File: config.mk
export PLATFORM = sky130hd
export DESIGN_NAME = aes_round_ctrl
export DESIGN_NICKNAME = d
export VERILOG_FILES = /design/src/rtl/aes_round_ctrl.sv
export SDC_FILE = /design/constraint.sdc
export NUM_CORES = 1
export LEC_CHECK = 0
export ABC_AREA = 1
export BUFFER_PORTS_ARGS = -buffer_cell sky130_fd_sc_hd__buf_2
export CAP_MARGIN = 20
export CORE_AREA = 8 8 56 58
export CTS_CLUSTER_SIZE = 16
export DETAILED_ROUTE_END_ITERATION = 8
export DIE_AREA = 0 0 64 66
export GPL_TIMING_DRIVEN = 0
export SYNTH_ARGS = -nofsm -noshare
export SYNTH_HDL_FRONTEND = slang
export SYNTH_SLANG_ARGS = --single-unit
File: constraint.sdc
create_clock -name i_clk -period 2 [get_ports i_clk]
set_input_delay 0 -clock i_clk [delete_from_list [all_inputs] [get_ports i_clk]]
set_output_delay 0 -clock i_clk [all_outputs]
set_load 0.02 [all_outputs]
File: src/rtl/aes_round_ctrl.sv
// aes_round_ctrl
// Round-sequencing FSM for an AES datapath. It orders AddRoundKey, (Inv)SubBytes,
// (Inv)ShiftRows and (Inv)MixColumns for encrypt or decrypt, with an optional
// key-expansion phase before the rounds. It drives the step select (o_cs), the
// round-key index (o_rnd) and the key-expansion index (o_kidx). It carries no data.

module aes_round_ctrl #(
  parameter int NR = 10
) (
  input  logic       i_clk,
  input  logic       i_res,
  input  logic       i_start,
  input  logic       i_mode,
  input  logic       i_key_new,
  input  logic       i_abort,
  output logic [2:0] o_cs,
  output logic [3:0] o_rnd,
  output logic [3:0] o_kidx,
  output logic       o_busy,
  output logic       o_done
);

  // Only the three AES key sizes have a meaningful round count.
  generate
    if (!(NR == 10 || NR == 12 || NR == 14)) begin : g_bad_nr
      $error("aes_round_ctrl: NR must be 10, 12 or 14");
    end
  endgenerate

  localparam logic [3:0] NR_C      = 4'(NR);
  localparam logic [3:0] KIDX_LAST = 4'(NR - 1);
  localparam logic [3:0] ZERO4     = 4'd0;
  localparam logic [3:0] ONE4      = 4'd1;

  // The codes are visible on o_cs, so each value is pinned explicitly.
  typedef enum logic [2:0] {
    ST_IDLE = 3'b000,
    ST_LOAD = 3'b001,
    ST_ADD  = 3'b010,
    ST_SUB  = 3'b011,
    ST_SHI  = 3'b100,
    ST_MIX  = 3'b101,
    ST_KEXP = 3'b110,
    ST_DONE = 3'b111
  } state_e;

  state_e     r_state;
  logic [3:0] r_rnd;
  logic [3:0] r_kidx;
  logic       r_mode;
  logic       r_key_new;
  logic       r_busy;
  logic       r_done;

  state_e     w_state_nxt;
  logic [3:0] w_rnd_nxt;
  logic [3:0] w_kidx_nxt;
  logic       w_mode_nxt;
  logic       w_key_new_nxt;
  logic       w_busy_nxt;
  logic       w_done_nxt;

  // busy covers every working step. It excludes IDLE and the DONE handshake cycle.
  function automatic logic f_is_busy(input state_e s);
    logic b;
    case (s)
      ST_LOAD, ST_ADD, ST_SUB, ST_SHI, ST_MIX, ST_KEXP: b = 1'b1;
      default:                                          b = 1'b0;
    endcase
    return b;
  endfunction

  // Next-state, round-index and key-index logic. Every target holds unless a step moves it.
  always_comb begin
    w_state_nxt   = r_state;
    w_rnd_nxt     = r_rnd;
    w_kidx_nxt    = r_kidx;
    w_mode_nxt    = r_mode;
    w_key_new_nxt = r_key_new;

    if ((r_state != ST_IDLE) && i_abort) begin
      // Abort drops the operation at once. done never pulses for it.
      w_state_nxt = ST_IDLE;
      w_rnd_nxt   = ZERO4;
      w_kidx_nxt  = ZERO4;
    end else begin
      case (r_state)
        ST_IDLE: begin
          if (i_start && !i_abort) begin
            w_mode_nxt    = i_mode;
            w_key_new_nxt = i_key_new;
            w_kidx_nxt    = ZERO4;
            w_state_nxt   = i_key_new ? ST_KEXP : ST_LOAD;
          end else begin
            w_state_nxt = ST_IDLE;
          end
        end

        ST_KEXP: begin
          // One expansion round per cycle. kidx is left at 0 for the next use.
          if ((r_kidx == KIDX_LAST) || !r_key_new) begin
            w_kidx_nxt  = ZERO4;
            w_state_nxt = ST_LOAD;
          end else begin
            w_kidx_nxt  = r_kidx + ONE4;
            w_state_nxt = ST_KEXP;
          end
        end

        ST_LOAD: begin
          // Encrypt consumes round keys upward from 0. Decrypt consumes them downward from NR.
          w_rnd_nxt   = r_mode ? NR_C : ZERO4;
          w_state_nxt = ST_ADD;
        end

        ST_ADD: begin
          if (!r_mode) begin
            if (r_rnd == NR_C) begin
              w_state_nxt = ST_DONE;
            end else begin
              w_rnd_nxt   = r_rnd + ONE4;
              w_state_nxt = ST_SUB;
            end
          end else begin
            if (r_rnd == ZERO4) begin
              w_state_nxt = ST_DONE;
            end else begin
              w_rnd_nxt = r_rnd - ONE4;
              // The first inverse round has no InvMixColumns.
              if (r_rnd == NR_C) begin
                w_state_nxt = ST_SHI;
              end else begin
                w_state_nxt = ST_MIX;
              end
            end
          end
        end

        ST_SUB: begin
          w_state_nxt = r_mode ? ST_ADD : ST_SHI;
        end

        ST_SHI: begin
          if (r_mode) begin
            w_state_nxt = ST_SUB;
          end else if (r_rnd == NR_C) begin
            // The final forward round skips MixColumns.
            w_state_nxt = ST_ADD;
          end else begin
            w_state_nxt = ST_MIX;
          end
        end

        ST_MIX: begin
          w_state_nxt = r_mode ? ST_SHI : ST_ADD;
        end

        ST_DONE: begin
          w_state_nxt = ST_IDLE;
        end

        default: begin
          w_state_nxt = ST_IDLE;
          w_rnd_nxt   = ZERO4;
          w_kidx_nxt  = ZERO4;
        end
      endcase
    end

    w_busy_nxt = f_is_busy(w_state_nxt);
    w_done_nxt = (w_state_nxt == ST_DONE);
  end

  // State and index registers. busy/done are registered from the next state so they track cs exactly.
  always_ff @(posedge i_clk) begin
    if (i_res) begin
      r_state   <= ST_IDLE;
      r_rnd     <= ZERO4;
      r_kidx    <= ZERO4;
      r_mode    <= 1'b0;
      r_key_new <= 1'b0;
      r_busy    <= 1'b0;
      r_done    <= 1'b0;
    end else begin
      r_state   <= w_state_nxt;
      r_rnd     <= w_rnd_nxt;
      r_kidx    <= w_kidx_nxt;
      r_mode    <= w_mode_nxt;
      r_key_new <= w_key_new_nxt;
      r_busy    <= w_busy_nxt;
      r_done    <= w_done_nxt;
    end
  end

  assign o_cs   = r_state;
  assign o_rnd  = r_rnd;
  assign o_kidx = r_kidx;
  assign o_busy = r_busy;
  assign o_done = r_done;

endmodule

# ---- Word-level counts from Yosys, hierarchy flattened
# Cells that the tools add are included.
dict set report totals {
  regBits 15
  input_bits 6
  out_inout_bits 13
  wordCells 67
}
dict set report classes {
  n_addsub 3
  n_eq_ne 19
  mux 22
  bitwise 1
  n_reduce_logical 15
}
# op n
set ops {}
lappend ops {{3-bit two-way mux} 10}
lappend ops {{3-bit == test, second input constant} 8}
lappend ops {{4-bit two-way mux} 6}
lappend ops {{3-bit case mux with 8 select lines} 1}
lappend ops {{4-bit case mux with 2 select lines} 2}
lappend ops {{3-bit by 2-bit == test with 1-bit output, second input constant} 4}
lappend ops {{4-bit by 1-bit adder with 4-bit output, second input constant} 2}
lappend ops {{4-bit == test, second input constant} 2}
lappend ops {{3-bit by 1-bit == test with 1-bit output, second input constant} 2}
lappend ops {{3-bit != test, second input constant} 2}
lappend ops {{3-bit AND reduction} 2}
lappend ops {{6-bit OR reduction} 1}
lappend ops {{4-bit logical NOT} 1}
lappend ops {{2-bit nonzero test} 2}
lappend ops {{4-bit by 1-bit subtractor with 4-bit output, second input constant} 1}
lappend ops {{3-bit logical NOT} 1}
lappend ops {{3-bit nonzero test} 1}
lappend ops {{1-bit logical AND} 2}
lappend ops {{1-bit logical NOT} 2}
lappend ops {{1-bit two-way mux} 2}
lappend ops {{2-bit two-way mux} 1}
lappend ops {{2-bit != test, second input constant} 1}
lappend ops {{2-bit AND reduction} 1}
lappend ops {{2-bit OR reduction} 1}
lappend ops {{2 further kinds} 2}

# ---- Depth between registers and ports, before layout
dict set report logic_depth {
  ltp_word 9
  mapped_depth 11
  mapped_depth_nobuf 11
}

# ---- Worst setup path after synthesis
# Ideal clock, no wire load.
dict set report synth_path {
  kind {reg-to-reg}
  from {register r_rnd[2], in the netlist o_rnd[2]}
  to {register r_rnd[3], in the netlist o_rnd[3]}
  setup_ns 0.113
  arrival_ns 1.378
  setup_slack_ns 0.509
  stages_incl_launch_ff 9
  path_buffers 0
  path_cell_list {dfxtp_1 -> ha_1 -> a21oi_1 -> nand2_1 -> nand2_1 -> nand3_1 -> xor2_1 -> nor2_1 -> nor2_1}
}
dict set report synth_between {
  elab_chain_cells 4
  word_cells_on_any_way 11
  cone_classes {add/sub (2); eq/ne (3); mux (4); reduce/logical (2)}
}
# item line
set synth_rtl {}
lappend synth_rtl {{start, declared} 48} ;# logic [3:0] r_rnd;
lappend synth_rtl {{start signal, assigned} 186} ;# r_rnd <= w_rnd_nxt;
lappend synth_rtl {{4-bit by 1-bit adder with 4-bit output or 4-bit by 1-bit subtractor with 4-bit output (tied branches)} {121, 128}}
lappend synth_rtl {{4-bit two-way mux (on tied branches)} {118, 125}}
lappend synth_rtl {{4-bit two-way mux} 117} ;# if (!r_mode) begin
lappend synth_rtl {{4-bit case mux with 2 select lines} 87} ;# case (r_state)
# Several ways; a longest one is shown, not always the timed one. The select of a mux whose other input is x is not followed.
# A chain may end at the register's enable or synchronous reset.

# ---- Worst setup path in the final report
dict set report layout_path {
  from {register r_mode}
  to {register r_rnd[3], in the netlist o_rnd[3]}
}
dict set report layout_between {
  elab_chain_cells 2
  word_cells_on_any_way 6
  cone_classes {eq/ne (2); mux (3); reduce/logical (1)}
}
# item line
set layout_rtl {}
lappend layout_rtl {{start, declared} 50} ;# logic r_mode;
lappend layout_rtl {{start signal, assigned} 188} ;# r_mode <= w_mode_nxt;
lappend layout_rtl {{3-bit != test (no line), or another cell as far along} n/a}
lappend layout_rtl {{3-bit AND reduction (no line) or 4-bit case mux with 2 select lines (tied branches)} n/a}
# Several ways; a longest one is shown, not always the timed one.

==> impl_metrics.csv <==
group,metric,value,unit
global_route,grt_max_degree,9,
pwr,clkPwrFrac,21.1,%
critical_path,cp_slowest_stage_delay,0.53,ns
sta,worst_pin_slew,0.343,ns
yosys,synthesis.nets,158,
place,place_ws,0.361,ns
sta,drv_slew,0,
detailed_routing,antenna_left,0,
layout,fin_area,0.00113,mm2
place,gp_congestion,0.787,
critical_path,cp_slowest_cell,"dfxtp_1",
sta,setup_tns,0,ns
pwr,intPower,0.490,mW
floorplan,core,0.00232,mm2
sta,relSlewSlack,77.1,%
cts,insertion_delay,0.28,ns
sta,fin_ws,0.337,ns
sta,hold_viol,0,
critical_path,crit_path_start_kind,"flop",
job,max-cap-violations,0,
critical_path,crit_type,"flop to flop",
critical_path,worstPathCellList,"ha_1 > a21oi_1 > nand2_1 > nand2_1 > nand3_1 > xor2_1 > nor2_1 > nor2_1",
sta,timing.hold.ws,0.0311,ns
floorplan,start_util,41.7,%
sta,rsz0062_at_grt,"false",
detailed_routing,drt_pass1_iterations,4,
yosys,synth_top_cell_by_area,"dfxtp_1",
yosys,synthTopCellsByArea,"dfxtp_1 31%, nor2_1 10%, nand2_1 10%",
yosys,synth.cell_area,968,um2
yosys,synth-async-reset-ratio,0,%
cts,clock-root-buffer,"clkbuf_4",
floorplan,core.rowCount,18,
sta,min_period_over_period,83.2,%
critical_path,cp.arrival,1.83,ns
sta,setup_viol,0,
yosys,synth_edf_count,0,
global_route,antenna_found_initial,0,
cts,cts_buffers,3,
cts,clk_pin_slew,0.08,ns
run_status,status,"finished clean",
global_route,grt_usage,10.7,%
critical_path,critPathRequiredTime,2.17,ns
detailed_routing,drc,0,
sta,timing.final.crit_period,1.66,ns
critical_path,crit_path_max_fanout,8,
cts,cts_sinks,15,
yosys,ys_types,25,
place,port_buffers,18,
sta,clock_skew,0.0104,ns
sta,max_freq,601,MHz
pwr,power,0.783,mW
yosys,avgSynthCellArea,6.59,um2
detailed_routing,dr.first_iter.drc_count,27,
floorplan,die_area,0.00422,mm2
place,place_area,0.00110,mm2
yosys,ys_seq_area_share,31.0,%
yosys,synth_common_cells,"27 x nor2_1, 26 x nand2_1, 15 x dfxtp_1",
pwr,leakagePower,0.565,nW
pwr,p_comb_share,32.9,%
pwr,swShare,37.3,%
floorplan,die_y,66,um
layout,antenna_cells,0,
global_route,grt_overflow,0,
cts,cts_tree,"done",
detailed_routing,wl,2120,um
pwr,ir_drop,0.000408,V
detailed_routing,via_count,952,
place,dp_hpwl,1710,um
critical_path,endpoint_kind,"flop",
detailed_routing,wl_per_cell,10.6,um
layout,drive_gt1_share,25.3,%
layout,fin_nets,182,
pwr,powerDensity,691,mW/mm2
layout,num-fill-cells,238,
pwr,p_sw,0.292,mW
pwr,pwr-share-seq,46.0,%
yosys,ys_ff_latch,15,
yosys,synth.most_common_cell,"nor2_1",
floorplan,dieWidth,64,um
cts,clockBufferDepth,2,
layout,syn_to_final_growth,16.9,%
global_route,grt_pass1_wl,3750,um
yosys,synth-main-ff-cell,"dfxtp_1",
worst_hold_path,hold_path_class,"input pin to flop",
floorplan,pin_count,19,
detailed_routing,vias_per_cell,4.76,
global_route,grt_pass1_vias,906,
yosys,postSynthCellCount,147,
yosys,synth.top_cell.area_share,31.0,%
yosys,yosysWarnings,0,
cts,htree_levels,1,
final cells by class:
type                       instances  area, um2  share of cell area (%)
multi-input combinational        109        581                    51.3
sequential                        15        300                    26.5
timing repair buffer              19        100                    8.84
inverter                          23       87.6                    7.73
tap                               30       37.5                    3.31
clock buffer                       4       26.3                    2.32
through the flow:
step / std cells / util (%)
4_1_cts: 200 / 48.8
2_1_floorplan: 147 / -
6_report: 200 / 48.8
3_3_place_gp: 195 / 47.2
3_5_place_dp: 195 / 47.2
5_1_grt: 200 / 48.8
layer usage:
layer | part of all wire [%] | global-route usage [%]
met5 | 0 | 0
met4 | 0.61 | 3.34
met3 | 3.6 | 3.05
met2 | 48 | 18.3
met1 | 48 | 12.5
flip-flops by register name (all words and copies together), names as in the netlist:
signal	flops
r_key_new	1
o_rnd	4
o_done	1
o_busy	1
o_kidx	4
r_mode	1
o_cs	3
path summary, 6_finish.rpt:
check	depth (start not counted)	slack, ns	from	end
min reg2reg	2	0.52	o_kidx[2]$_SDFFE_PP0P_	o_kidx[2]$_SDFFE_PP0P_
min	3	0.03	i_mode	r_mode$_SDFFE_PP0P_
max reg2reg	8	0.34	r_mode$_SDFFE_PP0P_	o_rnd[3]$_SDFFE_PP0P_
max	8	0.34	r_mode$_SDFFE_PP0P_	o_rnd[3]$_SDFFE_PP0P_
cells by family after synthesis:
logic type | count (synthesis) | synth area share (%)
simple gates | 79 | 37.7
compound gates | 23 | 13.2
buf+inv | 23 | 9.04
flops | 15 | 31.0
fa+ha+maj | 5 | 7.24
xor+xnor | 2 | 1.81
power groups by stage:
| stage | clock network [mW] | logic [mW] | registers, mW |
|---|---|---|---|
| final | 0.165 | 0.258 | 0.360 |
| after CTS | 0.171 | 0.259 | 0.361 |
| after global placement | 0 | 0.254 | 0.367 |
| after floorplan | 0 | 0.167 | 0.388 |
| after detailed placement | 0 | 0.256 | 0.368 |
| after global routing | 0.187 | 0.290 | 0.366 |
critical path: cells and delay by family, from the launching register on:
| kind | cells | cell delay (ns) |
|---|---|---|
| compound gates | 1 | 0.20 |
| xor+xnor | 1 | 0.15 |
| fa+ha+maj | 1 | 0.34 |
| simple gates | 5 | 0.35 |
| flops | 1 | 0.53 |
placed cells by master (no fill, tap or decap), types with 2 or more instances in the layout:
master	Yosys	routed
a21oi_1	7	7
buf_2	0	18
clkbuf_4	0	3
dfxtp_1	15	15
ha_1	4	4
inv_1	14	14
inv_2	8	8
nand2_1	26	26
nand2_2	5	5
nand3_1	10	10
nand3_2	2	2
nand4_1	2	2
nor2_1	27	27
nor2_2	3	3
nor2_4	2	2
o21ai_0	8	8
o21ai_1	3	3
xor2_1	2	2
repair_timing:
item                                    in CTS  in global routing
setup buffers                                0                  0
hold buffers                                 1                  0
gates resized for setup                      0                  0
endpoints found under the setup margin       0                  0
endpoints found under the hold margin        4                  0
Power figures use the tool's default switching activity.
